File: config.mk
export PLATFORM = sky130hd
export DESIGN_NAME = one_wire_link_layer
export DESIGN_NICKNAME = d
export VERILOG_FILES = /design/src/rtl/one_wire_link_layer.sv
export SDC_FILE = /design/constraint.sdc
export NUM_CORES = 1
export LEC_CHECK = 0
export CORE_ASPECT_RATIO = 1.1
export CORE_MARGIN = 8
export CORE_UTILIZATION = 40
export DETAILED_ROUTE_END_ITERATION = 6
export PLACE_DENSITY = 0.67
export SLEW_MARGIN = 10
export SYNTH_ARGS = -nofsm -noshare
export SYNTH_HDL_FRONTEND = slang
export SYNTH_SLANG_ARGS = --single-unit
File: constraint.sdc
create_clock -name clk -period 5.4 [get_ports clk]
set_clock_uncertainty 0.15 [all_clocks]
set_input_delay 1.62 -clock clk [delete_from_list [all_inputs] [get_ports clk]]
set_output_delay 1.62 -clock clk [all_outputs]
set_load 0.03 [all_outputs]
File: src/rtl/one_wire_link_layer.sv
// rtl/one_wire_link_layer.sv - standard-speed 1-Wire reset/presence and time-slot engine
module one_wire_link_layer #(
  parameter int CLK_PER_US = 50,
  parameter int CNT_W      = 16
) (
  input  logic       clk,
  input  logic       rst_n,
  input  logic       cmd_valid,
  output logic       cmd_ready,
  input  logic [1:0] cmd,
  input  logic [7:0] tx_byte,
  output logic       rsp_valid,
  output logic [7:0] rx_byte,
  output logic       presence,
  output logic       short_err,
  input  logic       ow_in,
  output logic       ow_out,
  output logic       ow_oe
);

  typedef enum logic [2:0] {
    IDLE, RST_LOW, RST_HIGH, SLOT_LOW, SLOT_REL, SLOT_REC, DONE
  } state_t;

  localparam logic [1:0] CMD_RST   = 2'b00;
  localparam logic [1:0] CMD_RBYTE = 2'b10;
  localparam logic [1:0] CMD_WBIT  = 2'b11;

  localparam logic [CNT_W-1:0] T_RST_LOW  = CNT_W'(480 * CLK_PER_US - 1);
  localparam logic [CNT_W-1:0] T_PRES     = CNT_W'(70 * CLK_PER_US - 1);
  localparam logic [CNT_W-1:0] T_RST_HIGH = CNT_W'(410 * CLK_PER_US - 1);
  localparam logic [CNT_W-1:0] T_LOW1     = CNT_W'(6 * CLK_PER_US - 1);
  localparam logic [CNT_W-1:0] T_LOW0     = CNT_W'(60 * CLK_PER_US - 1);
  // Slot-relative 13 us sample point, expressed in whichever phase it lands in
  localparam logic [CNT_W-1:0] T_SAMP0    = CNT_W'(13 * CLK_PER_US - 1);
  localparam logic [CNT_W-1:0] T_SAMP1    = CNT_W'((13 - 6) * CLK_PER_US - 1);
  localparam logic [CNT_W-1:0] T_REL1     = CNT_W'((70 - 6) * CLK_PER_US - 1);
  localparam logic [CNT_W-1:0] T_REL0     = CNT_W'((70 - 60) * CLK_PER_US - 1);
  localparam logic [CNT_W-1:0] T_REC      = CNT_W'(5 * CLK_PER_US - 1);

  state_t           state_q, state_d;
  logic [CNT_W-1:0] cnt_q, cnt_d;
  logic [1:0]       cmd_q, cmd_d;
  logic [7:0]       sh_q, sh_d;
  logic [3:0]       bits_q, bits_d;
  logic             samp_q, samp_d;
  logic             pres_q, pres_d;
  logic             oe_q, oe_d;
  logic [7:0]       rx_q, rx_d;
  logic             presence_q, presence_d;
  logic             short_q, short_d;

  always_comb begin
    state_d    = state_q;
    cnt_d      = cnt_q + CNT_W'(1);
    cmd_d      = cmd_q;
    sh_d       = sh_q;
    bits_d     = bits_q;
    samp_d     = samp_q;
    pres_d     = pres_q;
    rx_d       = rx_q;
    presence_d = presence_q;
    short_d    = short_q;
    case (state_q)
      IDLE: begin
        if (cmd_valid) begin
          cmd_d  = cmd;
          bits_d = (cmd == CMD_WBIT) ? 4'd1 : 4'd8;
          if (cmd == CMD_RBYTE)     sh_d = 8'hFF;
          else if (cmd == CMD_WBIT) sh_d = {7'b0, tx_byte[0]};
          else                      sh_d = tx_byte;
          state_d = (cmd == CMD_RST) ? RST_LOW : SLOT_LOW;
        end
      end
      RST_LOW: if (cnt_q == T_RST_LOW) state_d = RST_HIGH;
      RST_HIGH: begin
        if (cnt_q == T_PRES) pres_d = ~ow_in;
        if (cnt_q == T_RST_HIGH) begin
          presence_d = pres_q;
          short_d    = ~ow_in;
          state_d    = DONE;
        end
      end
      SLOT_LOW: begin
        if (!sh_q[0] && cnt_q == T_SAMP0) samp_d = ow_in;
        if (cnt_q == (sh_q[0] ? T_LOW1 : T_LOW0)) state_d = SLOT_REL;
      end
      SLOT_REL: begin
        if (sh_q[0] && cnt_q == T_SAMP1) samp_d = ow_in;
        if (cnt_q == (sh_q[0] ? T_REL1 : T_REL0)) state_d = SLOT_REC;
      end
      SLOT_REC: begin
        if (cnt_q == T_REC) begin
          // Transmit bits leave at bit0 while samples enter at bit7
          sh_d   = {samp_q, sh_q[7:1]};
          bits_d = bits_q - 4'd1;
          if (bits_q == 4'd1) begin
            rx_d    = (cmd_q == CMD_WBIT) ? {7'b0, samp_q} : {samp_q, sh_q[7:1]};
            state_d = DONE;
          end else begin
            state_d = SLOT_LOW;
          end
        end
      end
      DONE:    state_d = IDLE;
      default: state_d = IDLE;
    endcase
    if (state_d != state_q) cnt_d = '0;
    oe_d = (state_d == RST_LOW) || (state_d == SLOT_LOW);
  end

  always_ff @(posedge clk or negedge rst_n) begin
    if (!rst_n) begin
      state_q    <= IDLE;
      cnt_q      <= '0;
      cmd_q      <= 2'b00;
      sh_q       <= 8'h00;
      bits_q     <= 4'd0;
      samp_q     <= 1'b0;
      pres_q     <= 1'b0;
      oe_q       <= 1'b0;
      rx_q       <= 8'h00;
      presence_q <= 1'b0;
      short_q    <= 1'b0;
    end else begin
      state_q    <= state_d;
      cnt_q      <= cnt_d;
      cmd_q      <= cmd_d;
      sh_q       <= sh_d;
      bits_q     <= bits_d;
      samp_q     <= samp_d;
      pres_q     <= pres_d;
      oe_q       <= oe_d;
      rx_q       <= rx_d;
      presence_q <= presence_d;
      short_q    <= short_d;
    end
  end

  assign cmd_ready = (state_q == IDLE);
  assign rsp_valid = (state_q == DONE);
  assign rx_byte   = rx_q;
  assign presence  = presence_q;
  assign short_err = short_q;
  assign ow_oe     = oe_q;
  assign ow_out    = 1'b0;

endmodule
==> metrics.txt <==
Final Wtd Congestion approximately 0.9; Starting DRT DRC Count about 110; worst r2r path cells 6; ys flop type dfrtp_1; synthesized area per cell about 9.3 µm²; final setup margin 1710 ps; Fmax 271 MHz; GR Overflow Total 0; Worst Setup SP state_q[0]; DRC viols 0; cell taking the most area after synthesis dfrtp_1; synthesized net count 323; final-report hold violation count 0; Root Driver clkbuf_8; number of synthesized flops with an enable pin 0; Post-Syn Area 0.00285 mm²; cells resized by post-CTS repair 0; vias in the first global route 2,231; critical path startpoint category register; core area approximately 0.0070 mm²; Pwr Total approximately 640 µW; RR Endpoint cnt_q[3]; first-pass GRT wire length 10.7 mm; pre-CTS WS 1580 ps; Leakage 0.00125 µW; Yosys warning count 0; Setup TNS 0 ps; clk sinks 46; drt first pass iters 4; Antenna Violating Nets Remaining 0; fraction of layout cells with a size suffix above 1 11.1%; number of port buffers 26; Die Y approximately 100 µm; critical path class register to primary output; Worst Path Required 3630 ps; die span in x between 90 and 100 µm; min Tclk post-route 3690 ps; CTS tree built; Area growth, synth to finish 12.0%; post-synth top area share roughly two fifths; overall routing resource usage 13.1%; unrepaired setup endpoints after global routing no; Detailed Route WL 6.43 mm; # diodes 0; element type at the critical path end primary output; io pins 28; dominant cells by area after synthesis dfrtp_1 (40%), o21ai_0 (3.5%), a21oi_1 (3.3%), nand2_1 (3.2%), nor4_2 (3.1%); site row count 32; total CTS buffers 5; clock-pin slew on the worst setup and hold paths 90 ps; Min-Delay Startpoint cmd_q[1]; post-synthesis register bit count 46; worst hold margin between 300 and 400 ps; slew margin rel. about 22%; clk buf depth 2; synth unique cells 65; worst reg2reg setup slack about 2600 ps; DR WL/cell roughly 16 µm; Hold Path End cmd_q[1]; PwrDens 200 mW/mm²; Async SR Flop Fraction 100%; Final Cell Area 0.00319 mm²; Final Net Count 332; Vias 2,310; crit share post-route 68.4%; Peak VDD IR around 0.12 mV; Post-CTS Setup Bufs 0; hold depth 2; worst slew pin tran 1170 ps; worst reg2reg path startpoint cnt_q[0]; arrival time worst endpoint about 1900 ps; cell with the most instances after synthesis dfrtp_1; largest net degree at the start of global routing 47; initial antenna violation count 0; clk_lat worst skew around 300 ps; cts hold-fix bufs 0; status complete, no violations; Initial Util 40.9%; Slew Viols, Final 0; die area ~0.01 mm²; Syn Inst Count 305; vias per cell 5.78; placed wire-length estimate ~4.7 mm; Worst Hold Class register to register; Max-Cap Viols 0; Setup violations, final 0; Placed Area 0.00307 mm²; CP max FO 15; Synth top cells by count dfrtp_1 (46), nand2_1 (24), o21ai_0 (20), a21oi_1 (19), nand3_1 (17); Seq/Total Area, Yosys 40.4%; H-tree levels 2
-- kinds of logic after synthesis --
kind of cell	count (synthesis)	synth area share, %
AO/OA/AOI/OAI	58	12.7
buffers and inverters	41	7.21
other	1	0.132
multiplexers	8	3.03
flip-flops	46	40.4
XOR/XNOR	15	4.62
AND/OR/NAND/NOR	132	30.1
adder cells (fa/ha/maj)	4	1.76
-- metal layers --
| layer | vias up | share of wire (%) | track usage (%) |
|---|---|---|---|
| met5 | - | 0 | 0 |
| met4 | 0 | 2.3 | 5.42 |
| met3 | 12 | 4.1 | 2.45 |
| met2 | 46 | 49 | 21.4 |
| met1 | 1137 | 45 | 16.2 |
| li1 | 1115 | - | - |
-- registers in the layout, summed over array words and instances, names as in the netlist --
register	cells
sh_q	8
short_err	1
state_q	3
bits_q	4
samp_q	1
pres_q	1
cnt_q	16
rx_byte	8
presence	1
ow_oe	1
cmd_q	2
-- worst max path at each step --
stage | endpoint | slack, ps | cells past startpoint
finish | cmd_ready | 1710 | 2
global route | cmd_ready | 1610 | 2
CTS | cmd_ready | 1700 | 2
detailed placement | cnt_q[2] | 1580 | 6
global placement | cnt_q[3] | 1660 | 6
floorplan | cmd_ready | 2340 | 2
-- cell type report --
cell class                 count  area (µm²)
sequential                    46        1150
clock buffer                   5        68.8
fill                         696        3780
timing repair buffer          27         263
tap                           85         106
inverter                      16        60.1
multi-input combinational    218        1490
clock inverter                 3        48.8
-- critical path, stage by stage, from the launching register on --
cell and delay [ps]:
dfrtp_1 540, nor3_1 340, clkdlybuf4s50_1 750
-- stage by stage --
stage               util, %  cells
floorplan                 -    305
global placement       44.1    392
detailed placement     44.1    392
CTS                    45.8    400
global route           45.8    400
finish                 45.8    400
-- where the power goes --
part           switching, µW  internal (µW)
Clock                    124            141
Combinational           15.5           11.8
Sequential             0.162            345
-- cell usage in the layout (no fill, tap or decap), drive strengths merged, types with 2 or more instances in the layout --
cell           count
nor3b              5
nand4              8
nand3             17
nand2             24
or3                2
xor2               6
and2               2
ha                 4
and3               5
mux2i              3
xnor2              9
a21oi             19
or3b               2
or4                4
and4b              2
nand2b             3
mux2               5
o21ai             20
clkdlybuf4s50     25
and4               3
buf                2
nor2b              4
clkbuf             5
dfrtp             46
o22a               2
nor4              21
nor3               7
inv               17
nor2              16
Note: power is estimated with default switching activity, not from simulation.
